===== src/rtl/bit_serial_alu_sequencer.sv =====
// Bit-serial ALU: one operand bit per RUN cycle, LSB first, with a shared carry
// flop for ADD/SUB. bit_sel exposes the active bit index to external bit muxes.
module bit_serial_alu_sequencer #(
  parameter int WIDTH = 16
) (
  input  logic             clk,
  input  logic             rst,
  input  logic             start,
  input  logic [2:0]       op,
  input  logic [WIDTH-1:0] a,
  input  logic [WIDTH-1:0] b,
  output logic             busy,
  output logic             done,
  output logic [WIDTH-1:0] result,
  output logic             cout,
  output logic             zero,
  output logic             err,
  output logic [3:0]       bit_sel
);

  localparam logic [2:0] OP_ADD  = 3'b000;
  localparam logic [2:0] OP_SUB  = 3'b001;
  localparam logic [2:0] OP_AND  = 3'b010;
  localparam logic [2:0] OP_OR   = 3'b011;
  localparam logic [2:0] OP_XOR  = 3'b100;
  localparam logic [2:0] OP_NOT  = 3'b101;
  localparam logic [2:0] OP_PASS = 3'b110;
  localparam logic [2:0] OP_ILL  = 3'b111;
  localparam logic [3:0] LAST_IDX = 4'(WIDTH - 1);

  typedef enum logic [1:0] {IDLE, RUN, DONE} state_t;

  state_t           state_reg;
  logic [WIDTH-1:0] a_reg, b_reg, result_reg;
  logic [2:0]       op_reg;
  logic [3:0]       idx_reg;
  logic             carry_reg, cout_reg, zero_reg, err_reg, done_reg, busy_reg;

  logic             a_bit, b_bit, b_eff, is_arith, r_bit, carry_next;
  logic [WIDTH-1:0] result_next;

  always_comb begin
    a_bit    = a_reg[idx_reg];
    b_bit    = b_reg[idx_reg];
    is_arith = (op_reg == OP_ADD) || (op_reg == OP_SUB);
    // Subtraction is a + ~b with the carry preset to 1 at capture.
    b_eff    = (op_reg == OP_SUB) ? ~b_bit : b_bit;
    carry_next = carry_reg;
    r_bit    = 1'b0;
    case (op_reg)
      OP_ADD, OP_SUB: begin
        r_bit      = a_bit ^ b_eff ^ carry_reg;
        carry_next = (a_bit & b_eff) | (a_bit & carry_reg) | (b_eff & carry_reg);
      end
      OP_AND:  r_bit = a_bit & b_bit;
      OP_OR:   r_bit = a_bit | b_bit;
      OP_XOR:  r_bit = a_bit ^ b_bit;
      OP_NOT:  r_bit = ~a_bit;
      OP_PASS: r_bit = a_bit;
      default: r_bit = 1'b0;
    endcase
    result_next          = result_reg;
    result_next[idx_reg] = r_bit;
  end

  always_ff @(posedge clk) begin
    if (rst) begin
      state_reg  <= IDLE;
      a_reg      <= '0;
      b_reg      <= '0;
      op_reg     <= OP_ADD;
      idx_reg    <= '0;
      carry_reg  <= 1'b0;
      result_reg <= '0;
      cout_reg   <= 1'b0;
      zero_reg   <= 1'b1;
      err_reg    <= 1'b0;
      done_reg   <= 1'b0;
      busy_reg   <= 1'b0;
    end else begin
      case (state_reg)
        IDLE: begin
          done_reg <= 1'b0;
          if (start) begin
            if (op == OP_ILL) begin
              err_reg   <= 1'b1;
              done_reg  <= 1'b1;
              state_reg <= DONE;
            end else begin
              a_reg      <= a;
              b_reg      <= b;
              op_reg     <= op;
              idx_reg    <= '0;
              carry_reg  <= (op == OP_SUB);
              result_reg <= '0;
              err_reg    <= 1'b0;
              busy_reg   <= 1'b1;
              state_reg  <= RUN;
            end
          end
        end
        RUN: begin
          result_reg <= result_next;
          carry_reg  <= carry_next;
          if (idx_reg == LAST_IDX) begin
            cout_reg  <= is_arith ? carry_next : 1'b0;
            zero_reg  <= (result_next == '0);
            // idx returns to 0 so bit_sel reads 0 outside RUN.
            idx_reg   <= '0;
            busy_reg  <= 1'b0;
            done_reg  <= 1'b1;
            state_reg <= DONE;
          end else begin
            idx_reg <= idx_reg + 4'd1;
          end
        end
        DONE: begin
          done_reg  <= 1'b0;
          err_reg   <= 1'b0;
          state_reg <= IDLE;
        end
        default: state_reg <= IDLE;
      endcase
    end
  end

  assign busy    = busy_reg;
  assign done    = done_reg;
  assign result  = result_reg;
  assign cout    = cout_reg;
  assign zero    = zero_reg;
  assign err     = err_reg;
  assign bit_sel = idx_reg;

endmodule

===== config.mk =====
export PLATFORM = sky130hd
export DESIGN_NAME = bit_serial_alu_sequencer
export DESIGN_NICKNAME = d
export VERILOG_FILES = /design/src/rtl/bit_serial_alu_sequencer.sv
export SDC_FILE = /design/constraint.sdc
export NUM_CORES = 1
export LEC_CHECK = 0
export BUFFER_PORTS_ARGS = -buffer_cell sky130_fd_sc_hd__buf_4
export CORE_MARGIN = 8
export CORE_UTILIZATION = 59
export DETAILED_ROUTE_END_ITERATION = 8
export PLACE_DENSITY = 0.85
export SLEW_MARGIN = 20
export SYNTH_ARGS = -nofsm -noshare
export SYNTH_HDL_FRONTEND = slang
export SYNTH_SLANG_ARGS = --single-unit

===== constraint.sdc =====
create_clock -name clk -period 8.6 [get_ports clk]
set_clock_uncertainty 0.1 [all_clocks]
set_input_delay 1.72 -clock clk [delete_from_list [all_inputs] [get_ports clk]]
set_output_delay 1.72 -clock clk [all_outputs]
set_load 0.005 [all_outputs]

==> results of run 1 <==
[area by class of cell]
cell class / instances / area [µm²]
clock buffer: 11 / 151
clock inverter: 4 / 45.0
fill: 418 / 1510
inverter: 16 / 60.1
multi-input combinational: 296 / 1830
sequential: 63 / 1260
tap: 72 / 90.1
timing repair buffer: 65 / 488
[power breakdown]
part	internal (mW)	leakage [nW]	switching, mW	total (mW)
clock network	0.146	0.105	0.114	0.260
registers	0.310	0.514	0.0139	0.324
logic	0.0643	0.952	0.0934	0.158
[worst reg2reg max path, stage by stage (launching register included)]
cell and delay (ns):
dfxtp_1 0.85, mux4_2 0.59, mux2i_1 0.16, mux2_4 0.23, inv_1 0.08, fa_1 0.53, nor2b_1 0.14, a211oi_1 0.06
a221oi_1 0.50, mux2i_4 0.30, o41ai_2 0.33
[cells in the mapped netlist, types with 2 or more instances]
| cell | n |
|---|---|
| mux4_2 | 9 |
| inv_1 | 16 |
| o21ai_0 | 11 |
| xnor2_1 | 2 |
| or3b_2 | 2 |
| dfxtp_1 | 63 |
| a22oi_1 | 2 |
| nor2b_1 | 11 |
| and3_1 | 10 |
| nand3_1 | 20 |
| ha_1 | 10 |
| buf_2 | 6 |
| mux2i_1 | 2 |
| a31oi_1 | 6 |
| clkbuf_1 | 24 |
| nand2_1 | 88 |
| o32ai_1 | 6 |
| nand2b_1 | 2 |
| and3b_1 | 2 |
| nor3_1 | 7 |
| a31o_2 | 2 |
| a21oi_1 | 50 |
| nor2_1 | 17 |
| o22ai_1 | 10 |
[worst paths after layout]
check | slack (ns) | from | to
worst min-delay path | 0.35 | a_reg[6] | a_reg[6]
worst min register to register | 0.35 | a_reg[6] | a_reg[6]
worst max register to register | 4.63 | bit_sel[2] | result[0]
worst max-delay path | 4.63 | bit_sel[2] | result[0]
[routing by layer]
layer  vias to the layer above  track usage, %
met3                        16            6.82
met1                      1459            23.9
li1                       1511               -
met2                       155            31.8
met4                         0            9.85
met5                         -               0
[logic make-up (layout without fill, tap and decap cells)]
kind of cell	Yosys count	after routing	synth area share [%]
buf+inv	48	96	5.83
simple gates	168	168	23.8
fa+ha+maj	11	11	4.42
compound gates	101	101	18.8
flops	63	63	38.4
xor+xnor	2	2	0.533
mux	14	14	8.27
==> summary.txt, run 1 <==
Pwr
  – Peak VDD IR: 0.000123 V
  – Power Density: 189 nW/µm²
  – Total power: 742 µW
  – Leak pwr: 1.57 nW

Floorplan
  – Die height: 90.6 µm
  – Ports: 63
  – Die area: 8210 µm²
  – CORE AREA: 5440 µm²
  – Starting density of the core: 60.4%
  – Die Wd: 90.6 µm
  – Row count: 27

Worst setup path
  – WP depth: 10
  – CP Launch Type: flop
  – WP data required: 8.75 ns
  – Critical path's top delay family: multiplexers
  – Critical Path End Type: flop
  – Critical path buffer and inverter count: 1
  – Max incr delay on CP: 0.85 ns
  – Worst path cell trace: mux4_2 -> mux2i_1 -> mux2_4 -> inv_1 -> fa_1 -> nor2b_1 -> a211oi_1 -> a221oi_1 -> mux2i_4 -> o41ai_2
  – Crit path arrival time: 4.12 ns
  – Critical path type: reg2reg
  – Crit Path Max Fanout: 19
  – Reg2reg path depth: 10
  – Max stage delay cell, worst path: dfxtp_1

Routing
  – Met2 wire len: 4050 µm
  – DR iter-0 viols: 304
  – Initial DRT Pass Iterations: 5
  – Vias per inst: 5.96
  – Met3 WL post-DR: 690 µm
  – Wirelength per Cell: 15.8 µm
  – Vias: 3141
  – Final antenna-violating net count: 0
  – WL final: 8350 µm
  – Residual DRC: 0
  – Top routing layer in use: met4
  – Metal-1 WL: 3480 µm

STA
  – Fin worst setup slack: 4.63 ns
  – Final Setup Violations: 0
  – Final hold violations: 0
  – Fin Setup TNS: 0 ns
  – Hold_ws: 0.354 ns
  – Period utilization: 46.2%
  – Minimum clock period: 3.97 ns
  – Max Clock Freq: 252 MHz
  – Slew at the pin with the worst max-slew slack: 0.833 ns
  – RSZ-0062 raised after global routing: false
  – Max_slew headroom: 44.4%
  – Slew Limit Fails: 0

CTS
  – CTS-repair resized insts: 0
  – CTS tree: yes
  – Clock buffer count from CTS: 9
  – Clk Latency, worst-skew pair: 0.35 ns
  – Clock root buffer master: clkbuf_8
  – H-tree Lvls: 3
  – Post-CTS Repair Setup Buffers: 0
  – CTS sink count: 63
  – Hold_buf cts: 0
  – Worst-case clock buffer depth: 2
  – Clk slew on worst S/H paths: 0.07 ns

Final layout
  – Final net count: 500
  – Util after Layout: 72.3%
  – Share of layout cells above drive strength 1: 21.8%
  – Area growth syn-to-layout: 19.7%
  – Fin area: 3930 µm²
  – N_diodes: 0
  – Most common cell after layout, fill and taps aside: nand2_1
  – Non-Filler Instances: 527
  – Most frequent cells in the layout: nand2_1, buf_4, dfxtp_1

Placed design
  – IO buf count: 62
  – DP Cell Count: 512
  – Post-DP HPWL: 5660 µm
  – Setup WS pre-CTS: 4.71 ns
  – Placed cell area: 3730 µm²
  – Gpl congestion: 0.875

Synth
  – Post-synth top area cell: dfxtp_1
  – Top FF cell, synth: dfxtp_1
  – Post-synth EDFFs: 0
  – Async S/R FF share, synth: 0%
  – Syn_nets: 456
  – Largest cells by area after synthesis: dfxtp_1, nand2_1, a21oi_1, mux4_2, ha_1
  – Mapped Area: 3280 µm²
  – Syn Area/Cell: 8.07 µm²
  – Mapped Cells: 407
  – FF+latch count, synth: 63
  – Yosys top cell area share: 38.4%
  – Library cells used by synthesis: 53
  – Synthesis Warnings: 0
  – Sequential area share after synthesis: 38.4%

Global routing
  – First-pass GRT wire length: 13900 µm
  – Vias in the first global route: 3063
  – Largest net degree at the start of global routing: 70
  – Initial antenna violation count: 0
  – Gr usage total: 20.2%
  – Global route total overflow: 0

Worst hold path
  – HP Class: reg2reg
  – Worst hold stages: 2

Run
  – Max_cap viols: 0

Outcome
  – Outcome: finished, final reports clean
(Power assumes the default switching activity.)
==> run 2, diff against run 1 <==
CORE_UTILIZATION = 55   (was 59)
PLACE_DENSITY = 0.8   (was 0.85)
clock period = 3.85 ns   (was 8.6 ns; I/O delays follow)
==> run 2 against run 1 <==
Compared with the run above: sequential share of layout area fell by 0.38 points; non-clock buffer count rose by 5; first-iteration DRC count fell by 24%; wire length fell by 0.48%; sequential power rose by 120%; sequential cell count did not move; largest cell class unchanged.
==> summary.txt, run 2 (synthesis gave the netlist of run 1 again) <==
Worst setup path
  – Critical path's top delay family: multiplexers
  – Critical path type: reg2reg
  – Most used cell, CP: mux4_2
  – WP depth: 9
  – Critical R2R Launch: bit_sel[0]
  – Max stage delay cell, worst path: mux4_2
  – Worst path cell trace: mux4_2 -> mux4_2 -> xnor2_1 -> fa_1 -> nor2b_1 -> a211oi_1 -> a221oi_2 -> mux2i_4 -> o32ai_1
  – CP Launch Type: flop
  – Critical path buffer and inverter count: 0
  – Reg2reg path depth: 9
  – Max incr delay on CP: 0.54 ns
  – Critical Path End Type: flop
  – WP data required: 3.96 ns
  – Critical path origin: bit_sel[0]
  – Crit path arrival time: 3.65 ns
  – Crit Path Max Fanout: 16

STA
  – Max_slew headroom: 52.7%
  – Minimum clock period: 3.54 ns
  – Fin Setup TNS: 0 ns
  – Hold_ws: 0.352 ns
  – Slew at the pin with the worst max-slew slack: 0.707 ns
  – Final hold violations: 0
  – Max Clock Freq: 282 MHz
  – Final Setup Violations: 0
  – Slew Limit Fails: 0
  – Period utilization: 92.0%
  – Fin worst setup slack: 0.309 ns
  – RSZ-0062 raised after global routing: false

Routing
  – Initial DRT Pass Iterations: 4
  – Vias: 3044
  – Vias per inst: 5.69
  – Residual DRC: 0
  – Wirelength per Cell: 15.5 µm
  – DR iter-0 viols: 230
  – Final antenna-violating net count: 0
  – WL final: 8310 µm

Final layout
  – Final net count: 505
  – Most common cell after layout, fill and taps aside: nand2_1
  – Multi-input logic area: 1840 µm²
  – Share of layout cells above drive strength 1: 22.8%
  – Area growth syn-to-layout: 21.1%
  – N_diodes: 0
  – Register cell area after layout: 1260 µm²
  – Fillers: 489
  – Most frequent cells in the layout: nand2_1, buf_4, dfxtp_1
  – Non-Filler Instances: 535
  – Util after Layout: 68.0%
  – Fin area: 3980 µm²

Worst hold path
  – Worst hold stages: 2
  – Worst hold start: a_reg[8]
  – HP Class: reg2reg

Floorplan
  – Die Wd: 93.3 µm
  – Die height: 93.3 µm
  – CORE AREA: 5850 µm²
  – Ports: 63
  – Row count: 28
  – Starting density of the core: 56.1%
  – Die area: 8700 µm²

CTS
  – Clock root buffer master: clkbuf_8
  – Clk Latency, worst-skew pair: 0.34 ns
  – Clock buffer count from CTS: 9
  – CTS tree: yes
  – H-tree Lvls: 3
  – Worst-case clock buffer depth: 2
  – CTS sink count: 63
  – Hold_buf cts: 0
  – Post-CTS Repair Setup Buffers: 0
  – CTS-repair resized insts: 0
  – Clk slew on worst S/H paths: 0.07 ns

Global routing
  – Vias in the first global route: 3009
  – Global route total overflow: 0
  – Largest net degree at the start of global routing: 70
  – Initial antenna violation count: 0
  – First-pass GRT wire length: 14100 µm
  – Gr usage total: 20.0%

Placed design
  – IO buf count: 62
  – Gpl congestion: 0.893
  – Post-DP HPWL: 5760 µm
  – Placed cell area: 3770 µm²
  – Setup WS pre-CTS: 0.198 ns
  – DP Cell Count: 520

Pwr
  – Peak VDD IR: 0.000259 V
  – Total power: 1.66 mW
  – Leak pwr: 1.60 nW
  – Power Density: 416 nW/µm²

Run
  – Max_cap viols: 0

Outcome
  – Outcome: finished, final reports clean
## run 2: cell type report
class,instances,area share (%)
Multi-Input combinational cell,296,46.3
Sequential cell,63,31.7
Timing Repair Buffer,70,13.2
Clock buffer,11,3.81
Tap cell,75,2.36
Inverter,16,1.51
Clock inverter,4,1.13
## run 2: path summary, 6_finish.rpt
kind / endpoint / slack, ns
worst max-delay path: result[2] / 0.31
worst min-delay path: a_reg[8] / 0.35
worst max register to register: result[2] / 0.31
worst min register to register: a_reg[8] / 0.35
## run 2: where the power goes
group          total [mW]  internal, mW  switching [mW]
clock               0.576         0.327           0.249
sequential          0.724         0.693          0.0307
combinational       0.355         0.148           0.207
## run 2: metal layers
| layer | GRT usage, % | share of wire (%) |
|---|---|---|
| met5 | 0 | 0 |
| met4 | 11.4 | 2.4 |
| met3 | 5.37 | 6.3 |
| met2 | 31.2 | 49 |
| met1 | 24.3 | 43 |
## run 2: worst register-to-register path, delay by kind of cell, from the launching register on
family / cells / cell delay, ns
adders and majority gates: 1 / 0.45
muxes: 3 / 1.53
DFF: 1 / 0.48
AOI/OAI and AO/OA: 3 / 0.49
and+or+nand+nor: 1 / 0.14
xor gates and xnor gates: 1 / 0.21
==> run 3, diff against run 2 <==
CORE_UTILIZATION = 57   (was 55)
CTS_BUF_LIST = sky130_fd_sc_hd__clkbuf_2 sky130_fd_sc_hd__clkbuf_4 sky130_fd_sc_hd__clkbuf_8   (was default)
PLACE_DENSITY = 0.83   (was 0.8)
==> run 3 against run 2 <==
Compared with the run above: final area increased by 0.63%; first-iteration DRC count increased by 48%; highest routed layer unchanged; hold slack better by 0.0020 ns; utilization increased by 4.3 points; register-to-register slack got worse by 0.03 ns; critical path type unchanged; sequential cell count did not move; sequential power about the same; clock power is 16% higher; via count is 5.3% higher; power grew 5.7%; global-route usage increased by 1.0 points.
==> summary.txt, run 3 (synthesis gave the netlist of run 1 again) <==
STA
  – Fin Setup TNS: 0 ns
  – RSZ-0062 raised after global routing: false
  – Slew Limit Fails: 0
  – Max_slew headroom: 52.4%
  – Final Setup Violations: 0
  – Final hold violations: 0
  – Minimum clock period: 3.57 ns
  – Max Clock Freq: 280 MHz
  – Period utilization: 92.7%
  – Slew at the pin with the worst max-slew slack: 0.714 ns

Global routing
  – M1 GR Usage: 25.6%
  – Gr usage total: 21.0%
  – Met3 Resource Use GR: 6.28%
  – Largest net degree at the start of global routing: 70
  – Global route hottest layer: met2
  – Vias in the first global route: 3116
  – Met2 usage: 33.2%
  – Global route total overflow: 0
  – Initial antenna violation count: 0
  – First-pass GRT wire length: 14800 µm

Routing
  – Final antenna-violating net count: 0
  – Residual DRC: 0
  – Vias: 3205
  – DR iter-0 viols: 341
  – WL final: 8580 µm
  – Wirelength per Cell: 16.1 µm
  – Vias per inst: 6.02
  – Initial DRT Pass Iterations: 7

Worst setup path
  – Crit path arrival time: 3.66 ns
  – Crit Path Max Fanout: 16
  – Critical path type: reg2reg
  – WP data required: 3.94 ns
  – Critical Path End Type: flop
  – CP Launch Type: flop

Placed design
  – Gpl congestion: 0.853
  – IO buf count: 62
  – DP Cell Count: 517
  – Placed cell area: 3770 µm²
  – Post-DP HPWL: 5980 µm

Final layout
  – Non-Filler Instances: 532
  – Final net count: 505
  – Fin area: 4000 µm²
  – Most frequent cells in the layout: nand2_1, buf_4, dfxtp_1
  – Util after Layout: 72.2%
  – N_diodes: 0
  – Share of layout cells above drive strength 1: 22.8%
  – Area growth syn-to-layout: 21.9%
  – Most common cell after layout, fill and taps aside: nand2_1

Floorplan
  – Ports: 63
  – Die height: 91.9 µm
  – Starting density of the core: 59.3%
  – Row count: 27
  – Die area: 8450 µm²
  – CORE AREA: 5540 µm²
  – Die Wd: 91.9 µm

Pwr
  – Total power: 1.75 mW
  – Peak VDD IR: 0.000367 V
  – Power Density: 437 nW/µm²
  – Leak pwr: 1.61 nW

Run
  – Max_cap viols: 0

CTS
  – CTS sink count: 63
  – Clock root buffer master: clkbuf_8
  – Worst-case clock buffer depth: 2
  – Clock buffer count from CTS: 9
  – Clk slew on worst S/H paths: 0.07 ns
  – Clk Latency, worst-skew pair: 0.34 ns
  – Hold_buf cts: 0
  – CTS tree: yes
  – H-tree Lvls: 3

Worst hold path
  – HP Class: reg2reg

Outcome
  – Outcome: finished, final reports clean
-- run 3: final timing paths --
kind,start,end,slack (ns),depth (start not counted)
worst max-delay path,bit_sel[1],result[14],0.28,9
worst max register to register,bit_sel[1],result[14],0.28,9
worst min-delay path,a_reg[15],a_reg[15],0.35,2
worst min register to register,a_reg[15],a_reg[15],0.35,2
-- run 3: stage by stage --
stage | hold slack, ns | setup slack (ns)
floorplan | 0.333 | 0.424
global placement | 0.341 | 0.372
detailed placement | 0.347 | 0.270
CTS | 0.357 | 0.244
global route | 0.376 | 0.0711
finish | 0.354 | 0.280
-- run 3: worst max-delay path, stage by stage (launching register included) --
cell      delay (ns)
dfxtp_1         0.57
mux4_2          0.36
mux4_2          0.52
xnor2_1         0.24
fa_1            0.47
nor2b_1         0.14
a211oi_1        0.23
a221oi_1        0.12
mux2i_4         0.51
o32ai_1         0.16
-- run 3: final cells by class --
| cell class | count | area, µm² |
|---|---|---|
| clock buffers | 12 | 165 |
| clock inverters | 3 | 65.1 |
| fillers | 440 | 1540 |
| inverters | 16 | 60.1 |
| multi-input cells | 296 | 1830 |
| flip-flops and latches | 63 | 1260 |
| well taps | 72 | 90.1 |
| repair buffers | 70 | 526 |
-- run 3: layer usage --
layer / share of wire [%] / vias to the layer above
li1: - / 1523
met1: 41 / 1496
met2: 48 / 158
met3: 8.9 / 28
met4: 2.4 / 0
met5: 0 / -
-- run 3: what timing repair did --
item                       in CTS  in global routing
setup endpoints to repair       0                  9
resized for setup               0                  1
hold endpoints to repair        0                  0
buffers inserted                0                  0
-- run 3: power by group --
part	switching, mW	internal, mW
sequential	0.0307	0.693
clock	0.254	0.413
combinational	0.210	0.148
total	0.495	1.25
